$ cat src/rtl/demux_pkg.sv
// rtl/demux_pkg.sv - shared constants and types for the 1-to-4 word distributor
package demux_pkg;

  localparam int CH_NUM = 4;
  localparam int DATA_W = 32;
  localparam int CNT_W  = 16;

  typedef enum logic {
    CH_EMPTY = 1'b0,
    CH_FULL  = 1'b1
  } ch_state_e;

  typedef logic [1:0] ch_sel_t;

endpackage

$ cat src/rtl/demux_chan_buf.sv
// rtl/demux_chan_buf.sv - one-entry channel slot with EMPTY/FULL state and data register
module demux_chan_buf
  import demux_pkg::*;
#(
  parameter int DATA_W = demux_pkg::DATA_W
) (
  input  logic              clk,
  input  logic              rst_n,
  input  logic              fill,
  input  logic [DATA_W-1:0] fill_data,
  input  logic              out_ready,
  output logic              out_valid,
  output logic [DATA_W-1:0] out_data
);

  ch_state_e         state_q;
  ch_state_e         state_d;
  logic [DATA_W-1:0] data_q;

  // State register; reset empties the slot immediately.
  always_ff @(posedge clk or negedge rst_n) begin
    if (!rst_n) begin
      state_q <= CH_EMPTY;
    end else begin
      state_q <= state_d;
    end
  end

  // Next state: a fill wins over a same-cycle drain so the slot stays full.
  always_comb begin
    state_d = state_q;
    if (fill) begin
      state_d = CH_FULL;
    end else if ((state_q == CH_FULL) && out_ready) begin
      state_d = CH_EMPTY;
    end
  end

  // Data register keeps the last word after a drain; only a fill replaces it.
  always_ff @(posedge clk or negedge rst_n) begin
    if (!rst_n) begin
      data_q <= '0;
    end else if (fill) begin
      data_q <= fill_data;
    end
  end

  assign out_valid = (state_q == CH_FULL);
  assign out_data  = data_q;

endmodule

$ cat src/rtl/demux1t4_32_buf.sv
// rtl/demux1t4_32_buf.sv - registered 1-to-4 word distributor, optional DEMUX_CNT_EN transfer counters
module demux1t4_32_buf
  import demux_pkg::*;
#(
  parameter int DATA_W = demux_pkg::DATA_W,
  parameter int CNT_W  = demux_pkg::CNT_W
) (
  input  logic              clk,
  input  logic              rst_n,
  input  logic [1:0]        s,
  input  logic              in_valid,
  input  logic [DATA_W-1:0] in_data,
  output logic              in_ready,
  output logic [3:0]        out_valid,
  output logic [DATA_W-1:0] out_data0,
  output logic [DATA_W-1:0] out_data1,
  output logic [DATA_W-1:0] out_data2,
  output logic [DATA_W-1:0] out_data3,
  input  logic [3:0]        out_ready,
  output logic              busy,
  input  logic [1:0]        cnt_sel,
  output logic [CNT_W-1:0]  cnt_val
);

  logic [CH_NUM-1:0] full;
  logic [CH_NUM-1:0] fill;
  logic [DATA_W-1:0] slot_data [CH_NUM];
  logic              accept;

  // A selected channel can take a word when empty or when it is draining this cycle.
  assign in_ready = rst_n & (~full[s] | out_ready[s]);
  assign accept   = in_valid & in_ready;

  genvar gi;
  generate
    for (gi = 0; gi < CH_NUM; gi++) begin : g_chan
      assign fill[gi] = accept & (s == ch_sel_t'(gi));

      demux_chan_buf #(
        .DATA_W (DATA_W)
      ) u_chan (
        .clk       (clk),
        .rst_n     (rst_n),
        .fill      (fill[gi]),
        .fill_data (in_data),
        .out_ready (out_ready[gi]),
        .out_valid (full[gi]),
        .out_data  (slot_data[gi])
      );
    end
  endgenerate

  assign out_valid = full;
  assign busy      = |full;
  assign out_data0 = slot_data[0];
  assign out_data1 = slot_data[1];
  assign out_data2 = slot_data[2];
  assign out_data3 = slot_data[3];

`ifdef DEMUX_CNT_EN
  logic [CNT_W-1:0] cnt_q [CH_NUM];

  // Per-channel accept counters, free-running with natural wrap.
  always_ff @(posedge clk or negedge rst_n) begin
    if (!rst_n) begin
      for (int i = 0; i < CH_NUM; i++) begin
        cnt_q[i] <= '0;
      end
    end else begin
      for (int i = 0; i < CH_NUM; i++) begin
        if (fill[i]) begin
          cnt_q[i] <= cnt_q[i] + 1'b1;
        end
      end
    end
  end

  assign cnt_val = cnt_q[cnt_sel];
`else
  logic unused_cnt_sel;
  assign unused_cnt_sel = ^cnt_sel;
  assign cnt_val        = '0;
`endif

endmodule

$ cat config.mk
export PLATFORM = sky130hd
export DESIGN_NAME = demux1t4_32_buf
export DESIGN_NICKNAME = d
export VERILOG_FILES = /design/src/rtl/demux_pkg.sv /design/src/rtl/demux_chan_buf.sv /design/src/rtl/demux1t4_32_buf.sv
export SDC_FILE = /design/constraint.sdc
export NUM_CORES = 1
export LEC_CHECK = 0
export CAP_MARGIN = 15
export CORE_MARGIN = 2
export CORE_UTILIZATION = 40
export CTS_CLUSTER_DIAMETER = 80
export DETAILED_ROUTE_END_ITERATION = 7
export PLACE_DENSITY = 0.78
export SLEW_MARGIN = 5
export SYNTH_ARGS = -nofsm -noshare
export SYNTH_HDL_FRONTEND = slang
export SYNTH_SLANG_ARGS = --single-unit
$ cat constraint.sdc
create_clock -name clk -period 1.9 [get_ports clk]
set_clock_uncertainty 0.1 [all_clocks]
set_input_delay 0.38 -clock clk [delete_from_list [all_inputs] [get_ports clk]]
set_output_delay 0.38 -clock clk [all_outputs]
set_load 0.005 [all_outputs]
* Word-level counts from Yosys, hierarchy flattened
Cells that the tools add are included.
** Storage, ports and cells
- Register bits after elaboration :: 132
- Bits of input ports :: 43
- Output and inout bits :: 150
- Logic and storage cells :: 42
** Operators by class
- Magnitude comparators :: 1
- Equal/unequal tests :: 3
- Mux-type cells :: 12
- Bitwise logic cells :: 8
- Reductions and logical operators :: 10
** Operators with widths (number)
- $mux 1 :: 10
- $reduce_bool 2->1 :: 4
- $and 1x1->1 :: 6
- $bmux 1 s2 :: 2
- $eq 2x2->1 const B :: 2
- $logic_and 1x1->1 :: 4
- $reduce_or 4->1 :: 1
- $lt 2x3->1 const B :: 1
- $eq 2x1->1 const B :: 1
- $logic_not 2->1 :: 1
- $not 1->1 :: 1
- $or 1x1->1 :: 1

* Depth between registers and ports, before layout
- Word-level depth :: 8
- Gate-level depth with buffers :: 6
- Depth with buffers taken out :: 3

* By module
Synthesis repeated with hierarchy kept, for this count alone.
** Second synthesis, totals
- Cells, all modules :: 319
- Area total of the unflattened synthesis :: 5744.3 sq um
** Modules (own cells, without submodules)
- demux_chan_buf :: times used 4, cells an instance 71, area each 1377.6 sq um, sequential area each 825.8 sq um
- demux1t4_32_buf :: times used 1, cells an instance 35, area each 234.0 sq um, sequential area each 0.0 sq um

* Worst setup path after synthesis
Ideal clock, no wire load.
- Path kind :: input to register
- Start :: input port s[0]
- End :: register g_chan[0].u_chan.data_q[11]
- Library setup time :: 0.125 ns
- Arrival :: 1.581 ns
- Required time :: 1.675 ns
- Slack :: 0.094 ns
- Cell stages on the path :: 5
- Buffers on the path :: 3
- Cells stage by stage :: buf_6 -> or4b_1 -> buf_6 -> buf_12 -> mux2_4
** On the way
- Word-level cells in the longest chain between the ends :: 7
- Elaborated cells on any way between the ends :: 10
- Classes of those cells :: mux (4); bitwise (5); reduce/logical (1)
** Ends and longest elaborated chain
- from (decl) :: RTL line demux1t4_32_buf.sv:10 : input logic [1:0] s,
- $bmux 1 s2 :: RTL line demux1t4_32_buf.sv:31 : assign in_ready = rst_n & (~full[s] | out_ready[s]);
- $mux 1 (implied by the code) :: RTL line demux1t4_32_buf.sv:31
- $not 1->1 :: RTL line demux1t4_32_buf.sv:31
- $or 1x1->1 :: RTL line demux1t4_32_buf.sv:31
- $and 1x1->1 :: RTL line demux1t4_32_buf.sv:31
- $and 1x1->1 :: RTL line demux1t4_32_buf.sv:32 : assign accept = in_valid & in_ready;
- $and 1x1->1 (*) :: RTL line demux1t4_32_buf.sv:37 : assign fill[gi] = accept & (s == ch_sel_t'(gi));
- to (signal assigned) :: RTL line demux_chan_buf.sv:44 : data_q <= fill_data;
- to (decl) :: RTL line demux_chan_buf.sv:18 : logic [DATA_W-1:0] data_q;
Every way passes the cells marked *; elsewhere a longest branch is shown, timed or not. The select of a mux whose other input is x is not followed.
A chain may end at the register's enable or synchronous reset.

* Worst setup path in the final report
- Start :: register g_chan[0].u_chan.state_q
- End :: output port busy
** On the way
- Word-level cells in the longest chain between the ends :: 1
** Ends and longest elaborated chain
- from (decl) :: RTL line demux_chan_buf.sv:16 : ch_state_e state_q;
- from (signal assigned) :: RTL line demux_chan_buf.sv:25 : state_q <= state_d;
- $reduce_or 4->1 :: RTL line demux1t4_32_buf.sv:54 : assign busy = |full;
- to (decl) :: RTL line demux1t4_32_buf.sv:20 : output logic busy,
Every way passes these cells.

==> metrics.md <==
| Metric | Value |
|---|---|
| Maxcap violations | `0` |
| Initial drt markers | `~160` |
| IR Drop Worst-Case VDD | `0.0007164 V` |
| Hold Vio Cnt, Final | `0` |
| CTS H-Tree Depth | `4` |
| Hold Path Class | `input pin to asynchronous set/reset pin` |
| RSZ-0062 raised after global routing | `yes` |
| R2R Setup Slk | `30 ps` |
| Largest net degree at the start of global routing | `69` |
| Max Slew Vio Count | `0` |
| Crit path capture type | `output pin` |
| Core Region | `13300 µm²` |
| Clock Sinks | `~130` |
| CTS max path bufs | `2` |
| Pwr/cell area | `around 1200 nW/µm²` |
| Final setup violation count | `1` |
| Die span in y | `120.9 µm` |
| Clock latency on the worst-skew pair | `410 ps` |
| CP arrival | `1570 ps` |
| Critical path required time | `1420 ps` |
| Worst-path clk slew | `around 60 ps` |
| Fmax achieved | `487.5 MHz` |
| RR Endpoint | `g_chan[0].u_chan.out_data[12]` |
| Worst Max-Slew Pin Slew | `832.1 ps` |
| Antenna violations before repair | `0` |
| First-pass GRT wire length | `a little over 20000 µm` |
| Post-Syn Area | `5461 µm²` |
| Layout area overhead | `47.63%` |
| CP Class | `flip-flop to output pin` |
| ANT cells | `0` |
| Outcome | `complete, but fails checks` |
| Final total power | `9.329 mW` |
| Avg Inst Size Synth | `around 17 µm²` |
| Startpoint Class | `flip-flop` |
| Number of vias per cell | `4.699` |
| Failing checks | `negative setup slack` |
| Routed length per placed instance | `18.51 µm` |
| Full die area | `14600 µm²` |
| Number of global-route vias before repair | `3560` |
| Final period utilization | `1.080` |
| Lkg Pwr | `3.679 nW` |
| Post-route DRC violation count | `0` |
| GPL Wtd Cong | `0.7102` |
| Tot GR Track Use | `0.1837` |
| R2R depth | `5` |
| Synth Instances | `316` |
| Vias | `3299` |
| Grt ovf | `0` |
| Post-synth EDFFs | `0` |
| Worst slack, placed | `-570.0 ps` |
| Die width | `around 120 µm` |
| Share of layout cells above drive strength 1 | `0.3612` |
| Asr flop ratio synth | `1.000` |
| Ys Warns | `0` |
| Synthesized flop and latch total | `~130` |
| Ports | `193` |
| Nets | `approximately 560` |
| Crit path to | `busy` |
| Post-layout min period | `2051 ps` |
| Port bufs | `around 170` |
| DRT Pass-1 Iters | `4` |
| Worst-path maximum fanout | `2` |
| Root Buffer | `clkbuf_16` |
| Netlist cell types | `24` |
| Synth Flop Type | `dfrtp_1` |
| CTS tree | `yes` |
| Final worst setup slack | `-151.2 ps` |
| # fillers | `994` |
| Starting Density | `0.4108` |
| Row count | `42` |
| Total routed wirelength | `12990 µm` |
| Worst relative slew slack | `0.4453` |
| Seq/Total Area, Yosys | `0.6048` |
| Clock buffer count from CTS | `17` |
| Post-route ant nets | `0` |
| CP startpoint | `g_chan[0].u_chan.out_valid` |
| Setup_tns | `-151.2 ps` |
| Worst reg2reg path startpoint | `g_chan[0].u_chan.out_valid` |
| Final HPWL DP | `just under 9000 µm` |
==> synth_stat cells (2+ instances only) <==
master / count / area share
mux2_2: 68 / 0.14
nand2_1: 3 / 0.0021
dfrtp_1: 132 / 0.60
buf_12: 6 / 0.022
nand2b_1: 3 / 0.0034
inv_1: 2 / 0.0014
buf_2: 6 / 0.0055
buf_6: 3 / 0.0062
mux2_1: 2 / 0.0041
mux2_4: 58 / 0.16
buf_4: 20 / 0.027
==> layout make-up <==
type                       instances  area (µm²)  share of cell area
tap                              176       220.2             0.02731
clock inverter                     7       72.57            0.009001
sequential                       132        3303              0.4097
multi-input combinational        162        1922              0.2384
clock buffer                      25       495.5             0.06145
inverter                           2       7.507           0.0009311
timing repair buffer             198        2042              0.2533
==> cells by family (layout without fill, tap and decap cells) <==
family,after synthesis,after routing,synth area share
buffers and inverters,37,232,0.06254
other,1,16,0.0006866
DFF,132,132,0.6048
muxes,129,129,0.3056
and+or+nand+nor,12,12,0.01650
AOI/OAI and AO/OA,5,5,0.009851
==> sequential cells by signal, indices dropped and copies added, names as in the netlist <==
signal,cells
g_chan.u_chan.out_valid,4
g_chan.u_chan.out_data,128
==> how the worst min path moves through the flow <==
stage               slack [ps]                             to  cells past startpoint                          start
floorplan                  -20   g_chan[0].u_chan.out_data[0]                      0                          rst_n
global placement           370  g_chan[1].u_chan.out_data[30]                      1  g_chan[1].u_chan.out_data[30]
detailed placement         390  g_chan[1].u_chan.out_data[30]                      1  g_chan[1].u_chan.out_data[30]
CTS                         90  g_chan[0].u_chan.out_data[22]                      2                          rst_n
global route               130  g_chan[0].u_chan.out_data[22]                      2                          rst_n
finish                      50  g_chan[0].u_chan.out_data[22]                      2                          rst_n
==> cell usage in the layout (no fill, tap or decap), types with 2 or more instances in the layout <==
master	instances
dlygate4sd2_1	2
nand2_1	3
clkinv_4	2
buf_12	8
inv_1	2
clkinv_2	2
dfrtp_1	132
clkdlybuf4s50_1	168
mux2_1	2
mux2_4	58
buf_2	2
clkbuf_8	4
clkbuf_1	4
buf_6	4
nand2b_4	2
mux2_2	68
buf_4	11
clkinvlp_4	2
clkbuf_16	18
conb_1	16
==> metal layers <==
metal  wire length (µm)  vias up  GRT usage
met5                  0        -          0
met4                 68        0    0.04942
met3                992        5    0.07660
met2               6646      123     0.3048
met1               5286     1700     0.2200
li1                   -     1471          -
==> where the power goes <==
group | total, mW | internal, mW | switching [mW]
Combinational | 2.42 | 1.75 | 0.675
Clock | 3.10 | 1.94 | 1.16
Sequential | 3.81 | 3.44 | 0.377
Total | 9.33 | 7.12 | 2.21
==> through the flow <==
stage | cells | utilization | hold slack (ps) | cell area, µm²
floorplan | 331 | - | -15.59 | 5518
global placement | 665 | 0.5553 | 374.1 | 7383
detailed placement | 665 | 0.5553 | 388.5 | 7383
CTS | 698 | 0.6001 | 86.78 | 7979
global route | 702 | 0.6064 | 129.2 | 8063
finish | 702 | 0.6064 | 53.99 | 8063
==> critical path, cell delays in order, from the launching register on <==
cell     delay (ps)
dfrtp_1         400
buf_6           120
or4_1           500
buf_2           140
==> what timing repair did <==
| action | CTS | global route |
|---|---|---|
| endpoints found under the setup margin | 48 | 66 |
| gates cloned | 0 | 2 |
| resized for setup | 17 | 6 |
| buffers inserted | 1 | 3 |
| pin swaps | 1 | 4 |
| hold buffers | 0 | 0 |
No activity file was read; power rests on OpenSTA's default activity.
